===== src/rtl/uart_apb_pkg.sv =====
// uart_apb_pkg
//  Shared constants for the UART APB register block:
//   - register byte addresses (ADDR_DATA .. ADDR_IRQ_EN)
//   - STATUS register bit positions
//   - baud divisor reset value
package uart_apb_pkg;

    localparam logic [7:0] ADDR_DATA   = 8'h00;
    localparam logic [7:0] ADDR_CTRL   = 8'h04;
    localparam logic [7:0] ADDR_MODE   = 8'h08;
    localparam logic [7:0] ADDR_STATUS = 8'h0C;
    localparam logic [7:0] ADDR_BAUD   = 8'h10;
    localparam logic [7:0] ADDR_IRQ_EN = 8'h14;

    localparam int ST_TX_EMPTY   = 0;
    localparam int ST_TX_FULL    = 1;
    localparam int ST_RX_EMPTY   = 2;
    localparam int ST_RX_FULL    = 3;
    localparam int ST_RX_OVF     = 4;
    localparam int ST_TX_CNT_LSB = 8;
    localparam int ST_RX_CNT_LSB = 16;

    localparam int BAUD_RST = 434;

endpackage


===== src/rtl/uart_apb_fifo.sv =====
// uart_apb_fifo
//  Synchronous FIFO used for both the TX and RX character buffers.
//  Ports:
//   clk, rst      clock, asynchronous active-high reset
//   push, wdata   write strobe and data (ignored when full unless popping)
//   pop           read strobe (ignored when empty); rdata is the current head
//   full, empty   occupancy flags
//   count         number of stored entries, $clog2(DEPTH)+1 bits
//  A simultaneous push and pop on a full FIFO is legal: the pop frees the
//  slot that the push fills, so count is unchanged and order is preserved.
module uart_apb_fifo
    import uart_apb_pkg::*;
#(
    parameter int W     = 10,
    parameter int DEPTH = 8
) (
    input  logic                     clk,
    input  logic                     rst,
    input  logic                     push,
    input  logic [W-1:0]             wdata,
    input  logic                     pop,
    output logic [W-1:0]             rdata,
    output logic                     full,
    output logic                     empty,
    output logic [$clog2(DEPTH):0]   count
);

    localparam int PTR_W = $clog2(DEPTH);
    localparam int CNT_W = PTR_W + 1;

    // Head must be visible combinationally (tx_data, read-data capture), so
    // this array maps to LUT RAM / flops rather than a registered-read BRAM.
    logic [W-1:0]     mem [DEPTH];
    logic [PTR_W-1:0] wr_ptr_reg;
    logic [PTR_W-1:0] rd_ptr_reg;
    logic [CNT_W-1:0] count_reg;

    logic push_ok;
    logic pop_ok;

    assign full    = (count_reg == CNT_W'(DEPTH));
    assign empty   = (count_reg == '0);
    assign pop_ok  = pop & ~empty;
    assign push_ok = push & (~full | pop_ok);
    assign rdata   = mem[rd_ptr_reg];
    assign count   = count_reg;

    always_ff @(posedge clk) begin
        if (push_ok) begin
            mem[wr_ptr_reg] <= wdata;
        end
    end

    // DEPTH is a power of two, so pointer overflow wraps mod DEPTH.
    always_ff @(posedge clk or posedge rst) begin
        if (rst) begin
            wr_ptr_reg <= '0;
            rd_ptr_reg <= '0;
            count_reg  <= '0;
        end else begin
            if (push_ok) begin
                wr_ptr_reg <= wr_ptr_reg + PTR_W'(1);
            end
            if (pop_ok) begin
                rd_ptr_reg <= rd_ptr_reg + PTR_W'(1);
            end
            case ({push_ok, pop_ok})
                2'b10:   count_reg <= count_reg + CNT_W'(1);
                2'b01:   count_reg <= count_reg - CNT_W'(1);
                default: count_reg <= count_reg;
            endcase
        end
    end

endmodule


===== src/rtl/uart_apb_csr.sv =====
// uart_apb_csr
//  APB3 slave register block between the APB bus and the UART TX/RX engines.
//  Holds TX/RX character FIFOs plus CTRL, MODE, BAUD and STATUS registers.
//  Ports:
//   clk, rst                         clock, asynchronous active-high reset
//   psel/penable/pwrite/paddr/pwdata APB request
//   prdata/pready/pslverr            APB response (registered at setup phase)
//   tx_data/tx_valid/tx_ready        TX engine handshake (head of TX FIFO)
//   rx_data/rx_valid                 RX engine strobe (no backpressure)
//   tx_en/rx_en/mode/baud            control outputs to the UART engines
//   irq                              only when UART_APB_IRQ_EN is defined
//  Optional feature macro: UART_APB_IRQ_EN adds irq and IRQ_EN at 0x14.
module uart_apb_csr
    import uart_apb_pkg::*;
#(
    parameter int DATA_W = 10,
    parameter int DEPTH  = 8,
    parameter int BAUD_W = 20
) (
    input  logic              clk,
    input  logic              rst,
    input  logic              psel,
    input  logic              penable,
    input  logic              pwrite,
    input  logic [7:0]        paddr,
    input  logic [31:0]       pwdata,
    output logic [31:0]       prdata,
    output logic              pready,
    output logic              pslverr,
    output logic [DATA_W-1:0] tx_data,
    output logic              tx_valid,
    input  logic              tx_ready,
    input  logic [DATA_W-1:0] rx_data,
    input  logic              rx_valid,
    output logic              tx_en,
    output logic              rx_en,
    output logic              mode,
    output logic [BAUD_W-1:0] baud
`ifdef UART_APB_IRQ_EN
    ,
    output logic              irq
`endif
);

    localparam int CNT_W = $clog2(DEPTH) + 1;
    localparam logic [DATA_W-1:0] LOW8_MASK = DATA_W'(8'hFF);

    logic [31:0]       prdata_reg;
    logic              pslverr_reg;
    logic              pending_reg;   // a setup phase was seen and not yet completed
    logic              tx_en_reg;
    logic              rx_en_reg;
    logic              mode_reg;
    logic              rx_ovf_reg;
    logic [BAUD_W-1:0] baud_reg;

    logic [31:0]       rdata_next;
    logic              err_next;

    logic [7:0]        addr;
    logic              setup_ph;
    logic              acc_ok;
    logic              wr_hit;
    logic              rd_hit;

    logic              tx_push;
    logic              tx_pop;
    logic [DATA_W-1:0] tx_wdata;
    logic              tx_full;
    logic              tx_empty;
    logic [CNT_W-1:0]  tx_count;

    logic              rx_push;
    logic              rx_pop;
    logic [DATA_W-1:0] rx_head;
    logic [DATA_W-1:0] rx_head_m;
    logic              rx_full;
    logic              rx_empty;
    logic [CNT_W-1:0]  rx_count;

    logic [31:0]       status;

    assign addr     = paddr & 8'hFC;
    assign setup_ph = psel & ~penable;
    // Errors were decided at setup; an erroring or reset-orphaned access
    // changes nothing on its access edge.
    assign acc_ok   = psel & penable & pending_reg & ~pslverr_reg;
    assign wr_hit   = acc_ok & pwrite;
    assign rd_hit   = acc_ok & ~pwrite;

    assign tx_wdata  = mode_reg ? pwdata[DATA_W-1:0] : (pwdata[DATA_W-1:0] & LOW8_MASK);
    assign tx_push   = wr_hit & (addr == ADDR_DATA);
    assign tx_valid  = ~tx_empty & tx_en_reg;
    assign tx_pop    = tx_valid & tx_ready;

    assign rx_push   = rx_valid & rx_en_reg;
    assign rx_pop    = rd_hit & (addr == ADDR_DATA);
    assign rx_head_m = mode_reg ? rx_head : (rx_head & LOW8_MASK);

    assign status = {8'd0, 8'(rx_count), 8'(tx_count), 3'd0,
                     rx_ovf_reg, rx_full, rx_empty, tx_full, tx_empty};

    uart_apb_fifo #(.W(DATA_W), .DEPTH(DEPTH)) u_tx_fifo (
        .clk   (clk),
        .rst   (rst),
        .push  (tx_push),
        .wdata (tx_wdata),
        .pop   (tx_pop),
        .rdata (tx_data),
        .full  (tx_full),
        .empty (tx_empty),
        .count (tx_count)
    );

    uart_apb_fifo #(.W(DATA_W), .DEPTH(DEPTH)) u_rx_fifo (
        .clk   (clk),
        .rst   (rst),
        .push  (rx_push),
        .wdata (rx_data),
        .pop   (rx_pop),
        .rdata (rx_head),
        .full  (rx_full),
        .empty (rx_empty),
        .count (rx_count)
    );

`ifdef UART_APB_IRQ_EN
    logic [2:0] irq_en_reg;
    logic       irq_reg;
    logic [2:0] irq_cause;

    assign irq_cause = {rx_ovf_reg, tx_empty, ~rx_empty};
    assign irq       = irq_reg;

    always_ff @(posedge clk or posedge rst) begin
        if (rst) begin
            irq_en_reg <= '0;
            irq_reg    <= 1'b0;
        end else begin
            if (wr_hit && addr == ADDR_IRQ_EN) begin
                irq_en_reg <= pwdata[2:0];
            end
            irq_reg <= |(irq_en_reg & irq_cause);
        end
    end
`endif

    // Response decode, evaluated during the setup phase.
    always_comb begin
        rdata_next = '0;
        err_next   = 1'b0;
        case (addr)
            ADDR_DATA: begin
                if (pwrite) begin
                    err_next = tx_full;
                end else if (rx_empty) begin
                    err_next = 1'b1;
                end else begin
                    rdata_next = 32'(rx_head_m);
                end
            end
            ADDR_CTRL: begin
                rdata_next = {30'd0, rx_en_reg, tx_en_reg};
            end
            ADDR_MODE: begin
                rdata_next = {31'd0, mode_reg};
            end
            ADDR_STATUS: begin
                if (pwrite) begin
                    err_next = |(pwdata & ~(32'd1 << ST_RX_OVF));
                end else begin
                    rdata_next = status;
                end
            end
            ADDR_BAUD: begin
                if (pwrite) begin
                    err_next = (pwdata[BAUD_W-1:0] == '0);
                end else begin
                    rdata_next = 32'(baud_reg);
                end
            end
`ifdef UART_APB_IRQ_EN
            ADDR_IRQ_EN: begin
                rdata_next = {29'd0, irq_en_reg};
            end
`endif
            default: begin
                err_next = 1'b1;
            end
        endcase
        if (pwrite) begin
            rdata_next = '0;
        end
    end

    always_ff @(posedge clk or posedge rst) begin
        if (rst) begin
            prdata_reg  <= '0;
            pslverr_reg <= 1'b0;
            pending_reg <= 1'b0;
            tx_en_reg   <= 1'b0;
            rx_en_reg   <= 1'b0;
            mode_reg    <= 1'b0;
            rx_ovf_reg  <= 1'b0;
            baud_reg    <= BAUD_W'(BAUD_RST);
        end else begin
            if (setup_ph) begin
                prdata_reg  <= rdata_next;
                pslverr_reg <= err_next;
                pending_reg <= 1'b1;
            end else if (!psel || penable) begin
                pending_reg <= 1'b0;
            end

            if (wr_hit) begin
                case (addr)
                    ADDR_CTRL: begin
                        tx_en_reg <= pwdata[0];
                        rx_en_reg <= pwdata[1];
                    end
                    ADDR_MODE: mode_reg <= pwdata[0];
                    ADDR_BAUD: baud_reg <= pwdata[BAUD_W-1:0];
                    default: ;
                endcase
            end

            // A new overflow wins over a simultaneous W1C.
            if (rx_push && rx_full && !rx_pop) begin
                rx_ovf_reg <= 1'b1;
            end else if (wr_hit && addr == ADDR_STATUS && pwdata[ST_RX_OVF]) begin
                rx_ovf_reg <= 1'b0;
            end
        end
    end

    assign prdata  = prdata_reg;
    assign pslverr = pslverr_reg;
    assign pready  = 1'b1;
    assign tx_en   = tx_en_reg;
    assign rx_en   = rx_en_reg;
    assign mode    = mode_reg;
    assign baud    = baud_reg;

endmodule

===== config.mk =====
export PLATFORM = sky130hd
export DESIGN_NAME = uart_apb_csr
export DESIGN_NICKNAME = d
export VERILOG_FILES = /design/src/rtl/uart_apb_pkg.sv /design/src/rtl/uart_apb_fifo.sv /design/src/rtl/uart_apb_csr.sv
export SDC_FILE = /design/constraint.sdc
export NUM_CORES = 1
export LEC_CHECK = 0
export ABC_AREA = 1
export CAP_MARGIN = 20
export CORE_ASPECT_RATIO = 0.5
export CORE_MARGIN = 10
export CORE_UTILIZATION = 45
export CTS_CLUSTER_SIZE = 28
export DETAILED_ROUTE_END_ITERATION = 10
export PLACE_DENSITY = 0.67
export SETUP_SLACK_MARGIN = 0.02
export SKIP_LAST_GASP = 1
export SYNTH_ARGS = -nofsm -noshare
export SYNTH_HDL_FRONTEND = slang
export SYNTH_SLANG_ARGS = --single-unit

===== constraint.sdc =====
create_clock -name clk -period 4.67 [get_ports clk]
set_input_delay 0.934 -clock clk [delete_from_list [all_inputs] [get_ports clk]]
set_output_delay 0.934 -clock clk [all_outputs]
set_load 0.02 [all_outputs]

==> key figures <==
Logic synthesis
  • Register bit count reported by yosys: 226
  • Number of enable-type register cells in the synthesized netlist: 160
  • Warnings, synthesis: 0
  • Main area contributors after synthesis: sky130_fd_sc_hd__edfxtp_1 (49%), sky130_fd_sc_hd__dfrtp_1 (16%), sky130_fd_sc_hd__nand2_1 (7.0%)
  • Ys async rst share: 29.2%
  • Mean instance size in the synthesized netlist: between 10 and 15 um^2
  • Cell area after synthesis: 9820 um^2
  • Most instantiated flip-flop cell in the synthesis netlist: sky130_fd_sc_hd__edfxtp_1
  • Post-synthesis cell count: 916
  • Top cell type by total area after synthesis: sky130_fd_sc_hd__edfxtp_1
  • Cell variety after synth: 40
  • Seq/Total Area, Yosys: 65.8%
  • Share of the synthesized area in the top cell type: approximately 49%

Place
  • Pre-CTS WS: 1.09 ns
  • Routability-driven placement congestion ratio: approximately 0.84
  • Number of input and output port buffers inserted: 109
  • Total placed cells including tap cells: 1310
  • Placed wire-length estimate after detailed placement: about 17 mm

Finish
  • Fraction of layout cells with a size suffix above 1: 8.41%
  • Utilization after layout: between 50% and 60%
  • Registers with the most flip-flops: u_rx_fifo.mem (80), u_tx_fifo.mem (80)
  • Synthesis-to-finish area growth: 21.7%
  • NumNets Final: 1098
  • Fin cells: roughly 1300

Worst setup path
  • Data arrival time at the worst-slack endpoint: 2.88 ns
  • Crit path capture type: output port
  • Source of the critical timing path: u_tx_fifo.rd_ptr_reg[0]
  • Critical path required time: about 3.7 ns
  • Worst reg2reg path startpoint: pslverr
  • Critical path class: reg -> out
  • Critical path startpoint category: flop
  • Largest fanout on the critical path: 20

Routing
  • Post-detailed-route DRC marker count: 0
  • Routed Antenna Nets: 0
  • Routed wire length: 24.0 mm
  • Starting DRC count in detailed routing: 569
  • 1st-pass router iterations: 7
  • Average wire length per cell after detail routing: ~18 um
  • Per-cell via count in the routed design: 5.11
  • Overall via count from detail_route: 6880

Floorplanning
  • Die H: about 120 um
  • Full die area: 28500 um^2
  • Boundary pin count: about 130
  • CORE AREA: 21500 um^2
  • Die X: approximately 230 um
  • Starting density of the core: between 40% and 50%
  • Count of standard-cell rows: 38

STA
  • Final max-slew violation count: 0
  • Setup repair after global routing missed its margin: no
  • Worst max-slew margin expressed relative to the limit: 30.9%
  • Fin worst setup slack: 0.854 ns
  • Transition time at the pin with the least slew margin: a little over 1 ns
  • Sum of negative setup slack: 0 ns
  • Hold Violations, Final: 0
  • Fmax: 0.262 GHz
  • Setup Viol. Count Final: 0
  • Part of the cycle the worst path needs: 81.7%
  • Final setup skew: 0.00840 ns
  • Final critical delay including setup and external delays: 3.82 ns

Clock tree
  • Buffer depth of the longest clock path: 3
  • Clk slew on worst S/H paths: ~0.070 ns
  • Setup Fix Bufs, Post-CTS: 0
  • CTS buffer count: 21
  • Number of hold-repair buffers added at the cts stage: 0
  • Root Buffer: sky130_fd_sc_hd__clkbuf_16
  • TritonCTS clock tree: done
  • Depth of the CTS H-tree: 1
  • Sink Count: 226
  • Post-cts sizing count: 0
  • Clock insertion delay at the later pin of the skew report: 0.50 ns

GRT
  • GRT Total Usage: between 15 and 20%
  • Pin count of the biggest net entering global routing: 43
  • First-pass GRT wire length: between 30 and 40 mm
  • Antenna violations before repair: 1
  • GRT Residual Overflow: 0
  • Number of global-route vias before repair: 6815

Power
  • Switching portion of total power: 20.7%
  • Internal Pwr Total: 3270 uW
  • Power dissipated by switching net loads: 856 uW
  • Part of the power in combinational logic: 4.6%
  • Part of the total power dissipated in the clock network: roughly 43%
  • Power share of the sequential group: between 50% and 60%
  • Power per Cell Area: between 300 and 400 nW/um^2
  • Worst VDD drop: between 0.2 and 0.25 mV
  • Static leakage power: 0.00465 uW

Min path
  • Type of the most critical hold path: reg -> reg
  • Worst Min Path Start: prdata[15]

Flow run
  • Max-cap violations: 0

Status
  • Status: finished clean
-- power groups by stage --
| stage | clock, uW | combinational, uW | sequential (uW) |
|---|---|---|---|
| floorplan | 0 | 95.6 | 2200 |
| global placement | 0 | 187 | 2200 |
| detailed placement | 0 | 191 | 2210 |
| CTS | 1800 | 192 | 2160 |
| global route | 1900 | 210 | 2160 |
| finish | 1770 | 191 | 2160 |
-- per-layer routing --
metal / up-vias / GRT usage (%) / wire length, um
met1: 3353 / 20.5 / 10400
met2: 152 / 28.8 / 11900
met4: 0 / 4.65 / 652
met5: - / 0 / 0
li1: 3337 / - / -
met3: 38 / 3.14 / 1050
-- logic make-up (layout without fill, tap and decap cells) --
kind of cell,after synthesis,in the layout,share of synthesized area (%)
AO/OA/AOI/OAI,136,136,8.24
multiplexers,8,8,1.22
other,2,14,0.0765
AND/OR/NAND/NOR,418,418,17.8
flip-flops,226,226,65.8
buffers and inverters,105,224,4.74
adder cells (fa/ha/maj),8,8,1.02
XOR/XNOR,13,13,1.16
-- layout make-up --
cell class / instances / area [um^2]
multi-input combinational: 596 / 2940
clock inverter: 14 / 166
inverter: 54 / 203
fill: 1824 / 9580
tap: 300 / 375
sequential: 226 / 6460
antenna: 1 / 2.50
clock buffer: 22 / 529
timing repair buffer: 134 / 1280
-- worst paths after layout --
path | endpoint | slack, ns | depth (start not counted)
max in group asynchronous | baud[4] | 2.87 | 3
worst max register to register | u_rx_fifo.mem[5][4] | 2.14 | 10
worst min register to register | prdata[15] | 0.48 | 2
worst min-delay path | prdata[15] | 0.48 | 2
worst max-delay path | tx_data[9] | 0.85 | 8
min in group asynchronous | prdata[8] | 0.88 | 2
-- cell usage after synthesis, types with 3 or more instances --
master / instances
sky130_fd_sc_hd__nor3_1: 13
sky130_fd_sc_hd__xor2_1: 12
sky130_fd_sc_hd__o21ai_0: 82
sky130_fd_sc_hd__inv_1: 50
sky130_fd_sc_hd__edfxtp_1: 160
sky130_fd_sc_hd__nand3_2: 3
sky130_fd_sc_hd__nor2_1: 163
sky130_fd_sc_hd__dfstp_2: 5
sky130_fd_sc_hd__clkbuf_1: 27
sky130_fd_sc_hd__nor2_4: 4
sky130_fd_sc_hd__buf_2: 6
sky130_fd_sc_hd__o211ai_1: 18
sky130_fd_sc_hd__nand3_1: 32
sky130_fd_sc_hd__nand4_1: 6
sky130_fd_sc_hd__dfrtp_1: 61
sky130_fd_sc_hd__ha_1: 8
sky130_fd_sc_hd__inv_2: 4
sky130_fd_sc_hd__mux2_4: 8
sky130_fd_sc_hd__o32ai_1: 20
sky130_fd_sc_hd__nand2_1: 184
sky130_fd_sc_hd__a21oi_1: 10
sky130_fd_sc_hd__buf_4: 15
-- cells in the final DEF (no fill, tap or decap), drive strengths merged, types with 2 or more instances in the layout --
cell type	count
nand2	186
nor2	169
edfxtp	160
clkdlybuf4s50	109
o21ai	84
dfrtp	61
inv	54
nand3	36
buf	25
clkbuf	22
o32ai	20
o211ai	18
nor3	14
conb	13
xor2	12
a21oi	10
clkinv	9
mux2	8
ha	8
nand4	6
dfstp	5
bufinv	4
or2	3
nor3b	2
-- stage by stage --
stage / total power (uW) / hold slack [ns] / cell area, um^2
floorplan: 2300 / 0.469 / 9860
finish: 4130 / 0.482 / 12000
CTS: 4160 / 0.483 / 12000
detailed placement: 2400 / 0.465 / 11300
global route: 4270 / 0.498 / 12000
global placement: 2390 / 0.464 / 11300
-- critical path, stage by stage (launching register included) --
cell and delay, ns:
sky130_fd_sc_hd__dfrtp_1 0.59, sky130_fd_sc_hd__buf_4 0.29, sky130_fd_sc_hd__inv_1 0.08, sky130_fd_sc_hd__buf_4 0.24, sky130_fd_sc_hd__nor2_1 0.07, sky130_fd_sc_hd__o32ai_1 0.25, sky130_fd_sc_hd__nand2_1 0.09, sky130_fd_sc_hd__nand2_1 0.13
sky130_fd_sc_hd__clkdlybuf4s50_1 0.62
Note: power is estimated with default switching activity, not from simulation.
